--- src/rtl/divisor_secuencial_pkg.sv ---
// Shared constants for the sequential restoring divider: default width,
// FSM state encodings and iteration-counter width.
package divisor_secuencial_pkg;

  localparam int ANCHO_Q_DEF = 12;
  localparam int ANCHO_CNT   = 4;

  typedef enum logic [1:0] {
    S_IDLE = 2'd0,
    S_RUN  = 2'd1,
    S_FIN  = 2'd2
  } estado_t;

endpackage

--- src/rtl/divisor_secuencial_paso.sv ---
// One restoring-division step: shift the next dividend bit into the partial
// remainder and subtract the divisor if the result stays non-negative.
module divisor_paso #(
  parameter int ANCHO_Q = 12
) (
  input  logic [ANCHO_Q-1:0] r,
  input  logic               bit_in,
  input  logic [ANCHO_Q-1:0] divisor,
  output logic [ANCHO_Q-1:0] r_nuevo,
  output logic               q_bit
);

  // Two extra bits: one for the shifted-in bit, one to catch the borrow.
  logic [ANCHO_Q+1:0] dif;
  logic               unused_bit;

  assign dif     = {1'b0, r, bit_in} - {2'b00, divisor};
  assign q_bit   = ~dif[ANCHO_Q+1];
  // A successful subtraction always leaves a value below the divisor, so
  // the top difference bit is zero whenever it is kept.
  assign r_nuevo = q_bit ? dif[ANCHO_Q-1:0] : {r[ANCHO_Q-2:0], bit_in};
  assign unused_bit = dif[ANCHO_Q];

endmodule

--- src/rtl/divisor_secuencial.sv ---
// Sequential restoring divider: 2*ANCHO_Q-bit unsigned dividend by ANCHO_Q-bit
// divisor, one quotient bit per clock, start/done handshake.
module divisor_secuencial
  import divisor_secuencial_pkg::*;
#(
  parameter int ANCHO_Q = ANCHO_Q_DEF
) (
  input  logic                 clk,
  input  logic                 rst_n,
  input  logic                 start,
  input  logic [2*ANCHO_Q-1:0] in1,
  input  logic [ANCHO_Q-1:0]   in2,
  output logic                 ready,
  output logic                 done,
  output logic [ANCHO_Q-1:0]   out,
  output logic [ANCHO_Q-1:0]   resto,
  output logic                 ovf
);

  localparam logic [ANCHO_CNT-1:0] CNT_ULT = ANCHO_CNT'(ANCHO_Q - 1);

  estado_t              estado, estado_sig;
  // Partial remainder is kept ANCHO_Q wide: it is always below the divisor.
  logic [ANCHO_Q-1:0]   r, r_sig;
  logic [ANCHO_Q-1:0]   q, q_sig;
  logic [ANCHO_Q-1:0]   div_r, div_sig;
  logic [ANCHO_CNT-1:0] cnt, cnt_sig;
  logic [ANCHO_Q-1:0]   out_sig, resto_sig;
  logic                 ovf_sig;
  logic [ANCHO_Q-1:0]   r_paso;
  logic                 q_bit;

  divisor_paso #(.ANCHO_Q(ANCHO_Q)) u_paso (
    .r       (r),
    .bit_in  (q[ANCHO_Q-1]),
    .divisor (div_r),
    .r_nuevo (r_paso),
    .q_bit   (q_bit)
  );

  always_ff @(posedge clk or negedge rst_n) begin
    if (!rst_n) begin
      estado <= S_IDLE;
      r      <= '0;
      q      <= '0;
      div_r  <= '0;
      cnt    <= '0;
      out    <= '0;
      resto  <= '0;
      ovf    <= 1'b0;
    end else begin
      estado <= estado_sig;
      r      <= r_sig;
      q      <= q_sig;
      div_r  <= div_sig;
      cnt    <= cnt_sig;
      out    <= out_sig;
      resto  <= resto_sig;
      ovf    <= ovf_sig;
    end
  end

  always_comb begin
    estado_sig = estado;
    r_sig      = r;
    q_sig      = q;
    div_sig    = div_r;
    cnt_sig    = cnt;
    out_sig    = out;
    resto_sig  = resto;
    ovf_sig    = ovf;
    unique case (estado)
      S_IDLE: begin
        if (start) begin
          div_sig = in2;
          // Quotient would not fit in ANCHO_Q bits (or divisor is zero).
          if ((in2 == '0) || (in1[2*ANCHO_Q-1:ANCHO_Q] >= in2)) begin
            out_sig    = '1;
            resto_sig  = '0;
            ovf_sig    = 1'b1;
            estado_sig = S_FIN;
          end else begin
            r_sig      = in1[2*ANCHO_Q-1:ANCHO_Q];
            q_sig      = in1[ANCHO_Q-1:0];
            cnt_sig    = '0;
            estado_sig = S_RUN;
          end
        end
      end
      S_RUN: begin
        r_sig   = r_paso;
        q_sig   = {q[ANCHO_Q-2:0], q_bit};
        cnt_sig = cnt + 1'b1;
        if (cnt == CNT_ULT) begin
          out_sig    = {q[ANCHO_Q-2:0], q_bit};
          resto_sig  = r_paso;
          ovf_sig    = 1'b0;
          estado_sig = S_FIN;
        end
      end
      S_FIN:   estado_sig = S_IDLE;
      default: estado_sig = S_IDLE;
    endcase
  end

  assign ready = (estado == S_IDLE);
  assign done  = (estado == S_FIN);

endmodule

--- config.mk ---
export PLATFORM = sky130hd
export DESIGN_NAME = divisor_secuencial
export DESIGN_NICKNAME = d
export VERILOG_FILES = /design/src/rtl/divisor_secuencial_pkg.sv /design/src/rtl/divisor_secuencial_paso.sv /design/src/rtl/divisor_secuencial.sv
export SDC_FILE = /design/constraint.sdc
export NUM_CORES = 1
export LEC_CHECK = 0
export CAP_MARGIN = 20
export CELL_PAD_IN_SITES_DETAIL_PLACEMENT = 1
export CELL_PAD_IN_SITES_GLOBAL_PLACEMENT = 1
export CORE_ASPECT_RATIO = 2
export CORE_MARGIN = 4
export CORE_UTILIZATION = 35
export DETAILED_ROUTE_END_ITERATION = 8
export GPL_TIMING_DRIVEN = 0
export PLACE_DENSITY = 0.78
export REMOVE_ABC_BUFFERS = 1
export SYNTH_ARGS = -nofsm -noshare
export SYNTH_HDL_FRONTEND = slang
export SYNTH_SLANG_ARGS = --single-unit
--- constraint.sdc ---
create_clock -name clk -period 3 [get_ports clk]
set_clock_uncertainty 0.15 [all_clocks]
set_input_delay 0.75 -clock clk [delete_from_list [all_inputs] [get_ports clk]]
set_output_delay 0.75 -clock clk [all_outputs]
set_load 0.005 [all_outputs]
* Word level (Yosys, flattened, before mapping)
Cells that the tools add are included.
** Storage, ports and cells
- Register bits after elaboration :: 67
- Output and inout port bits :: 27
- Word-level logic and storage cells :: 53
** Operators by class
- Add/sub/neg operators :: 2
- $lt $le $gt $ge :: 1
- Eq/ne operators :: 7
- Muxes and demuxes :: 26
- Bitwise gates (word level) :: 1
- Reduce and logical (&&, ||, !) cells :: 8
** Operator list (number)
- 12-bit 2-to-1 mux :: 11
- 12-bit one-hot mux with 2 select lines :: 4
- 13-bit by 12-bit subtractor with 14-bit output :: 1
- 12-bit greater-or-equal comparator :: 1
- 12-bit logical NOT :: 1
- 4-bit 2-to-1 mux :: 2
- 4-bit one-hot mux with 2 select lines :: 1
- 2-bit 2-to-1 mux :: 3
- 2-bit inequality test (second input constant) :: 3
- 4-bit by 1-bit adder with 4-bit output (second input constant) :: 1
- 4-bit equality test (second input constant) :: 1
- 2-bit one-hot mux with 2 select lines :: 1
- 2-bit AND reduction :: 2
- 4-bit AND reduction :: 1
- 1-bit 2-to-1 mux :: 3
- 3-bit AND reduction :: 1
- 2-bit by 1-bit equality test with 1-bit output (second input constant) :: 1
- 2-bit equality test (second input constant) :: 1
- 2-bit logical NOT :: 1
- 2-bit by 1-bit inequality test with 1-bit output (second input constant) :: 1
- 1-bit one-hot mux with 2 select lines :: 1
- 2-bit nonzero test :: 1
- 1-bit logical OR :: 1
- 1-bit inverter :: 1

* Longest topological paths before layout
Gate-level depths: netlist of run 1.
- Depth after elaboration :: 5
- Gate-level depth with buffers :: 10
- Depth with buffers taken out :: 10

* Hierarchy
From an unflattened synthesis of run 1, not the netlist that was laid out.
** Second synthesis, totals
- Cells, all modules :: 477
- Area, all modules :: 4205.3 µm²
** Modules (own cells, without submodules)
- divisor_secuencial :: instances 1, cells an instance 354, area each 3374.5 µm², seq. area each 1676.6 µm²
- divisor_paso :: instances 1, cells an instance 123, area each 830.8 µm², seq. area each 0.0 µm²

* Least setup slack after synthesis of run 1
Ideal clock, no wire load.
- Kind :: input to register
- From :: input port in1[12]
- To :: register out[10]
- Arrival time :: 2735 ps
- Required time :: 2725 ps
- Slack :: -10 ps
- Stages :: 10
- Cell sequence :: inv_1 ha_1 nand2b_4 a2111o_1 a31o_1 a21o_4 a21oi_4 inv_4 buf_12 mux2_4
** Between the ends
- Word-level cells in the longest chain between the ends :: 4
** Ends and longest elaborated chain
- start, declared :: RTL line divisor_secuencial.sv:11 : input logic [2*ANCHO_Q-1:0] in1,
- 12-bit greater-or-equal comparator :: RTL line divisor_secuencial.sv:77 : if ((in2 == '0) || (in1[2*ANCHO_Q-1:ANCHO_Q] >= in2)) begin
- 1-bit logical OR :: RTL line divisor_secuencial.sv:77
- 2-bit by 1-bit inequality test with 1-bit output (no line)
- 4-bit AND reduction (no line)
- end signal, assigned :: RTL line divisor_secuencial.sv:57 : out <= out_sig;
- end, declared :: RTL line divisor_secuencial.sv:15 : output logic [ANCHO_Q-1:0] out,
No other way between the ends.
A chain may end at the register's enable or synchronous reset.

* Worst setup path in the final report of run 1
- From :: input port in2[7]
- To :: register out[9]
** Between the ends
- Word-level cells in the longest chain between the ends :: 4
- Elaborated cells between the ends (all ways) :: 5
- Those cells by class :: order compare (1); eq/ne (1); reduce/logical (3)
** Ends and longest elaborated chain
- start, declared :: RTL line divisor_secuencial.sv:12 : input logic [ANCHO_Q-1:0] in2,
- 12-bit greater-or-equal comparator / 12-bit logical NOT (equally long branches) :: RTL line divisor_secuencial.sv:77
- 1-bit logical OR (*) :: RTL line divisor_secuencial.sv:77
- 2-bit by 1-bit inequality test with 1-bit output (no line) (*)
- 4-bit AND reduction (no line) (*)
Mark *: on every way between the ends. The rest lies on a longest branch, timed or not.

==> results of run 1 <==
-- report_power, final --
| group | internal [W] | switching, W |
|---|---|---|
| Clock | 0.000750 | 0.000415 |
| Combinational | 0.00161 | 0.00188 |
| Sequential | 0.00133 | 0.000281 |
-- placed cells by master, fill, tap and decap left out, types with 3 or more instances in the layout --
master,synthesis,layout
mux2i_1,14,14
inv_1,30,30
nor2_1,12,10
mux2_2,4,4
nand3_1,17,16
mux2_4,13,13
o21ai_0,22,21
and3_1,4,3
a21o_1,5,4
nor3_1,7,6
buf_12,1,3
dlygate4sd2_1,0,7
nand4_1,4,4
nor4_1,3,3
a211oi_1,11,10
a21boi_0,7,7
nor2b_1,4,3
o21a_1,4,4
clkbuf_16,0,9
a21oi_2,0,3
dfrtp_1,67,67
or3_1,3,3
xnor2_1,3,3
nand2_1,27,27
clkdlybuf4s50_1,0,52
a221o_1,9,9
nand2b_1,9,9
dlymetal6s2s_1,0,3
ha_1,25,23
a21oi_1,27,23
buf_4,2,9
-- cells by family after synthesis --
logic type,after synthesis,share of synthesized area
buffers and inverters,49,0.05638
multiplexers,31,0.09629
adder cells (fa/ha/maj),26,0.08426
AO/OA/AOI/OAI,115,0.2027
XOR/XNOR,4,0.008871
flip-flops,67,0.4245
AND/OR/NAND/NOR,98,0.1270
-- critical path, delay by kind of cell --
kind                     cells  cell delay [ns]
buffers and inverters        4             0.77
multiplexers                 1             0.30
AO/OA/AOI/OAI                5             0.91
adder cells (fa/ha/maj)      1             0.31
-- registers in the layout (all words and copies together), names as in the netlist --
register / count
div_r: 12
out: 12
q: 12
r: 12
resto: 12
cnt: 4
estado: 2
ovf: 1
-- through the flow --
stage / setup slack (ns) / std cells
after global routing: -0.02151 / 607
after global placement: -1.627 / 577
after detailed placement: -0.9556 / 579
after floorplan: -0.09201 / 372
final: 0.02509 / 607
after CTS: 0.0009011 / 602
-- final cells by class --
type / count / area (um^2)
inverters: 31 / 123.9
flip-flops and latches: 67 / 1677
well taps: 140 / 175.2
repair buffers: 78 / 787.0
multi-input cells: 274 / 2171
fillers: 1234 / 5743
clock inverters: 6 / 88.84
repair inverters: 1 / 8.758
clock buffers: 10 / 239.0
-- final timing paths --
check	endpoint	cells after the start	slack, ns	start
hold reg to reg	ovf	1	0.36	ovf
setup reg to reg	resto[0]	7	0.21	r[0]
min in group asynchronous	resto[2]	1	0.38	rst_n
max in group asynchronous	out[6]	1	1.73	rst_n
setup / recovery	out[9]	11	0.03	in2[7]
hold / removal	ovf	1	0.36	ovf
-- what timing repair did --
item	CTS	global route
cloned	1	0
gates resized for setup	22	19
setup endpoints to repair	54	30
setup buffers	6	4
pin swaps	7	5
-- routing by layer --
layer / vias up / share of wire
met5: - / 0
met4: 0 / 0.037
met3: 29 / 0.043
met2: 117 / 0.57
met1: 1736 / 0.35
li1: 1564 / -
==> flow_metrics.tcl, run 1 <==
set metrics [dict create \
    nNetsFinal 527 \
    synth.distinct_cells 61 \
    period_share 0.9916 \
    gp_congestion 0.8698 \
    final_antenna_net_count 0 \
    synth_top_cell_area_share 0.4245 \
    tns_ns 0 \
    syn_to_final_growth_pct 33.42 \
    path_cells "clkdlybuf4s50_1 -> inv_1 -> ha_1 -> a21oi_2 -> o21ai_2 -> a31o_4 -> a21o_4 -> a21oi_4 -> buf_12 -> inv_8 -> mux2_4" \
    synth_cells 390 \
    die_area_mm2 0.01315 \
    slew_viol_final 0 \
    drtIter0Drc 216 \
    cp.required_ns 3.07 \
    numCtsBuffers 9 \
    async_flop_share 1.000 \
    cts.sink_count 67 \
    yosysWarnings 0 \
    htree_levels 3 \
    die_w_um 83.12 \
    leakage_nw 2.288 \
    ys_top_cells_by_count "dfrtp_1 (67), inv_1 (30), a21oi_1 (27), nand2_1 (27), ha_1 (25)" \
    globalRouteMet1Util 0.1965 \
    synth-edff-count 0 \
    grt_overflow 0 \
    holdWs_ns 0.3571 \
    grt_max_degree 68 \
    cts_tree "built" \
    design_area_mm2 0.005270 \
    io_pins 66 \
    hpwl_um 8967 \
    cts_buffer_depth 2 \
    criticalPathCategory "in2reg" \
    start_util 0.3587 \
    worst_pin_slew_ns 0.9424 \
    synth_area_mm2 0.003950 \
    synth_top_cell_by_area "dfrtp_1" \
    grt_pass1_vias 3835 \
    crit_arrival_ns 3.04 \
    hold_violations 0 \
    gr-usage-all-layers 0.1954 \
    drive_gt1_frac 0.1756 \
    insertion_delay_ns 0.34 \
    via_per_inst 5.677 \
    drt_first_pass_iters 4 \
    dpl-instance-area_mm2 0.004708 \
    dr_total_vias 3446 \
    cts.clk_slew.worst_paths_ns 0.06 \
    cts-root-buf "clkbuf_16" \
    antenna_cells 0 \
    wl_per_cell_um 20.89 \
    cts_hold_buffers 0 \
    use_met2 0.3717 \
    utilization 0.4785 \
    grt_pass1_wl_um 19800 \
    status "complete, no violations" \
    cp-end-kind "register" \
    die_h_um 158.2 \
    p_total_w 0.006269 \
    synthTopCellsByArea "dfrtp_1 (42%), ha_1 (7.9%), mux2_4 (4.9%), mux2i_1 (3.5%), a21oi_1 (3.4%)" \
    critPathSlowestCell "clkdlybuf4s50_1" \
    ys.flop_type "dfrtp_1" \
    core_mm2 0.01101 \
    fmax_mhz 336.1 \
    crit_fanout 12 \
    grt-busiest-layer "met2" \
    cap_violations 0 \
    ir_drop_mv 0.4896 \
    slew_headroom 0.3689 \
    synth.most_common_cell "dfrtp_1" \
    powerDensity_mw_per_mm2 1189 \
    avgSynthCellArea_um2 10.13 \
    routed_wl_um 12680 \
    startpoint_type "input port" \
    drc 0 \
    min-delay-path-class "reg2reg" \
    use_met3 0.04010 \
    rows 54 \
    yosysSeqAreaShare 0.4245 \
    fin_crit_ns 2.975 \
    io_buffers 65 \
    setup_viol 0 \
    antenna_found_initial 0 \
    synth_seq_cells 67 \
    cp_slowest_stage_delay_ns 0.51 \
]
Power figures use the tool's default switching activity.
==> run 2, diff against run 1 <==
Settings changed: CORE_MARGIN 4 to not set, CTS_CLUSTER_SIZE set to 40.
==> flow_metrics.tcl, run 2 (synthesized netlist as in run 1, its figures left out) <==
set metrics [dict create \
    crit_fanout 12 \
    drc 0 \
    numCtsBuffers 9 \
    swShare 0.4105 \
    hold_violations 0 \
    ir_drop_mv 0.4893 \
    drt_first_pass_iters 4 \
    cp.required_ns 3.07 \
    cp_slowest_stage_delay_ns 0.40 \
    htree_levels 3 \
    grt_max_degree 68 \
    fin_ws_ns 0.05843 \
    fin_crit_ns 2.942 \
    pre_cts_ws_ns -0.9451 \
    start_util 0.3609 \
    p_switching_w 0.002504 \
    r2r-end "resto[0]" \
    holdCritStartpoint "resto[9]" \
    cp-end-kind "register" \
    cap_violations 0 \
    min-delay-path-class "reg2reg" \
    via_per_inst 5.650 \
    p_clk_frac 0.171 \
    powerDensity_mw_per_mm2 1172 \
    die_h_um 152.2 \
    cts.clk_slew.worst_paths_ns 0.06 \
    slew_headroom 0.3909 \
    insertion_delay_ns 0.34 \
    core_mm2 0.01095 \
    syn_to_final_growth_pct 31.74 \
    utilization 0.4754 \
    antenna_found_initial 0 \
    path_delay_family "compound AO/OA/AOI/OAI gates" \
    drtIter0Drc 125 \
    r2r_cells 7 \
    mostFrequentLayoutCell "dfrtp_1" \
    grt_pass1_vias 3719 \
    cts_tree "built" \
    cp.depth 10 \
    cts_buffer_depth 2 \
    combPwrFrac 0.566 \
    die_area_mm2 0.01174 \
    grt_pass1_wl_um 19620 \
    worst-path-buf-inv 3 \
    io_buffers 65 \
    cp-endpoint "out[5]" \
    rsz0062_at_grt "no" \
    fmax_mhz 340.0 \
    criticalPathCategory "in2reg" \
    grt_overflow 0 \
    slew_viol_final 0 \
    status "complete, no violations" \
    leakage_nw 2.278 \
    setup_viol 0 \
    rows 54 \
    r2r_start "r[0]" \
    path_cells "dlygate4sd2_1 -> ha_1 -> nand2b_4 -> a2111o_1 -> a31o_1 -> a21o_4 -> a21oi_4 -> buf_4 -> inv_6 -> mux2_4" \
    cts-root-buf "clkbuf_16" \
    worst_pin_slew_ns 0.9095 \
    seqPwrFrac 0.264 \
    final_antenna_net_count 0 \
    gr-usage-all-layers 0.2180 \
    period_share 0.9805 \
    dpl-instance-area_mm2 0.004708 \
    drive_gt1_frac 0.1577 \
    nNetsFinal 525 \
    routed_wl_um 12170 \
    cts.sink_count 67 \
    crit_arrival_ns 3.01 \
    antenna_cells 0 \
    hpwl_um 8779 \
    worstSetupStartpoint "in2[0]" \
    dr_total_vias 3407 \
    p_int_w 0.003597 \
    die_w_um 77.12 \
    final_cell_mix "dfrtp_1 (67), clkdlybuf4s50_1 (51), inv_1 (30)" \
    io_pins 66 \
    gp_congestion 0.8641 \
    rrSetupSlack_ns 0.21 \
    wl_per_cell_um 20.19 \
    critPathSlowestCell "a2111o_1" \
    design_area_mm2 0.005204 \
    cts_hold_buffers 0 \
    startpoint_type "input port" \
]
run 2: changes by cell type in the layout (fill, tap and decap cells not counted), sizes merged:
cell           before  now
dlygate4sd2         7    8
clkinvlp            2    0
clkdlybuf4s50      52   51
clkbuf             12   11
buf                14   12
bufinv              2    1
dlymetal6s2s        3    5
run 2: how the worst min path moves through the flow:
stage                          end  slack [ns]  cells past startpoint
final                     resto[9]        0.36                      1
after global routing      resto[5]        0.38                      1
after CTS                 div_r[0]        0.36                      2
after detailed placement  div_r[0]        0.34                      2
after global placement    resto[8]        0.33                      1
after floorplan             cnt[0]        0.30                      0
run 2: per-stage QoR:
stage / setup TNS (ns) / cells / hold WS (ns) / total power [W]
final: 0 / 603 / 0.3593 / 0.006101
after global routing: 0 / 603 / 0.3826 / 0.006516
after CTS: 0 / 598 / 0.3566 / 0.005986
after detailed placement: -37.29 / 579 / 0.3429 / 0.004829
after global placement: -147.23 / 577 / 0.3274 / 0.004670
after floorplan: -0.4350 / 372 / 0.3002 / 0.003687
run 2: timing repair:
item | 4_1_cts | 5_1_grt
resized for setup | 21 | 14
pin swaps | 4 | 2
setup buffers | 4 | 4
setup endpoints to repair | 53 | 27
gates cloned | 1 | 0
run 2: area by class of cell:
class | count | area, um^2
Sequential cell | 67 | 1677
Clock inverter | 3 | 40.04
Timing Repair Buffer | 76 | 773.2
Inverter | 31 | 123.9
Fill cell | 1268 | 5742
Tap cell | 140 | 175.2
Timing Repair inverter | 1 | 8.758
Multi-Input combinational cell | 274 | 2163
Clock buffer | 11 | 242.7
run 2: routing by layer:
| layer | track usage | vias up | share of wire |
|---|---|---|---|
| li1 | - | 1560 | - |
| met1 | 0.2312 | 1714 | 0.37 |
| met2 | 0.3957 | 95 | 0.55 |
| met3 | 0.03832 | 38 | 0.039 |
| met4 | 0.1231 | 0 | 0.047 |
| met5 | 0 | - | 0 |
run 2: power by group through the flow:
| stage | logic, W | registers (W) | clock network, W |
|---|---|---|---|
| after floorplan | 0.00214 | 0.00155 | 0 |
| after global placement | 0.00308 | 0.00159 | 0 |
| after detailed placement | 0.00322 | 0.00161 | 0 |
| after CTS | 0.00333 | 0.00161 | 0.00105 |
| after global routing | 0.00377 | 0.00166 | 0.00108 |
| final | 0.00345 | 0.00161 | 0.00104 |
==> run 3, diff against run 2 <==
==> constraint.sdc (replaced) <==
create_clock -name clk -period 3 [get_ports clk]
set_clock_uncertainty 0.15 [all_clocks]
set_input_delay 0.75 -clock clk [delete_from_list [all_inputs] [get_ports clk]]
set_output_delay 0.75 -clock clk [all_outputs]
set_load 0.1 [all_outputs]
==> flow_metrics.tcl, run 3 (synthesized netlist as in run 1, its figures left out) <==
set metrics [dict create \
    status "complete, no violations" \
    numCtsBuffers 9 \
    final_cell_mix "dfrtp_1 (67), clkdlybuf4s50_1 (49), inv_1 (30)" \
    period_share 0.9805 \
    cap_violations 0 \
    insertion_delay_ns 0.34 \
    start_util 0.3609 \
    die_w_um 77.12 \
    drt_first_pass_iters 4 \
    setup_viol 0 \
    io_pins 66 \
    dr_total_vias 3411 \
    pre_cts_ws_ns -0.9451 \
    hold_violations 0 \
    min-delay-path-class "reg2reg" \
    rsz0062_at_grt "no" \
    n_fill_cell 1267 \
    gp_congestion 0.8641 \
    core_mm2 0.01095 \
    slew_viol_final 0 \
    cts-root-buf "clkbuf_16" \
    htree_levels 3 \
    die_h_um 152.2 \
    instances_no_fill 603 \
    holdCritStartpoint "resto[9]" \
    startpoint_type "input port" \
    r2r_start "r[0]" \
    cp-end-kind "register" \
    slew_headroom 0.3291 \
    cts.clk_slew.worst_paths_ns 0.06 \
    multiInputGateArea_mm2 0.002163 \
    antenna_cells 0 \
    routed_wl_um 12180 \
    whs_path_depth 1 \
    fin_crit_ns 2.942 \
    fin_ws_ns 0.05843 \
    r2r-end "resto[0]" \
    via_per_inst 5.657 \
    rrSetupSlack_ns 0.21 \
    rows 54 \
    grt_max_degree 68 \
    worst_pin_slew_ns 1.003 \
    whs_endpoint "resto[9]" \
    fmax_mhz 340.0 \
    cp.required_ns 3.07 \
    register_area_mm2 0.001677 \
    wl_per_cell_um 20.20 \
    grt_overflow 0 \
    final_antenna_net_count 0 \
    drtIter0Drc 124 \
    gr-usage-all-layers 0.2180 \
    die_area_mm2 0.01174 \
    crit_fanout 12 \
    criticalPathCategory "in2reg" \
    antenna_found_initial 0 \
    placed_cells 579 \
    grt_pass1_wl_um 19620 \
    utilization 0.4759 \
    design_area_mm2 0.005209 \
    nNetsFinal 525 \
    drc 0 \
    cts_tree "built" \
    dpl-instance-area_mm2 0.004708 \
    cts_buffer_depth 2 \
    drive_gt1_frac 0.1577 \
    io_buffers 65 \
    crit_arrival_ns 3.01 \
    cts.sink_count 67 \
    hpwl_um 8779 \
    syn_to_final_growth_pct 31.87 \
    r2r_cells 7 \
    grt_pass1_vias 3719 \
    mostFrequentLayoutCell "dfrtp_1" \
]
==> run 3: changes by cell type in the layout (fill, tap and decap cells not counted), sizes merged <==
cell and delta:
dlymetal6s2s +2, clkdlybuf4s50 -2
==> run 3: area by class of cell <==
type	instances	area share
inverter	31	0.02378
multi-input combinational	274	0.4153
sequential	67	0.3219
timing repair inverter	1	0.001681
clock inverter	3	0.007687
timing repair buffer	76	0.1494
clock buffer	11	0.04660
tap	140	0.03363
==> run 3: critical path: stages <==
cell and delay, ns:
dlygate4sd2_1 0.33, ha_1 0.27, nand2b_4 0.14, a2111o_1 0.40
a31o_1 0.22, a21o_4 0.23, a21oi_4 0.15, buf_4 0.16
inv_6 0.07, mux2_4 0.29
==> run 3: worst max-delay path by stage <==
stage,from,end,slack [ns]
after floorplan,in1[12],r[8],-0.09
after global placement,in2[0],r[8],-1.58
after detailed placement,in2[11],q[5],-0.95
after CTS,estado[1],done,0.01
after global routing,in2[5],out[5],0.002
final,in2[0],out[5],0.06
==> run 3: layer usage <==
metal  vias to the layer above  part of all wire  track usage
li1                       1560                 -            -
met4                         0             0.047       0.1231
met3                        38             0.040      0.03832
met2                        97              0.55       0.3957
met5                         -                 0            0
met1                      1716              0.37       0.2312
==> run 3: per-stage QoR <==
step | hold WS, ns | setup TNS, ns
floorplan | 0.3002 | -0.4350
global placement | 0.3274 | -147.23
detailed placement | 0.3429 | -37.29
CTS | 0.3566 | 0
global route | 0.3826 | 0
finish | 0.3593 | 0
==> run 3: timing repair <==
| action | 4_1_cts | 5_1_grt |
|---|---|---|
| resized for setup | 21 | 16 |
| endpoints found under the setup margin | 53 | 29 |
| setup buffers | 4 | 4 |
| pin swaps | 4 | 2 |
| cloned | 1 | 0 |
| hold buffers | 0 | 0 |
Power of run 3 is left out: the tool's default activity adds up to more than one toggle a clock period on the data nets, which glitch-free logic cannot reach.
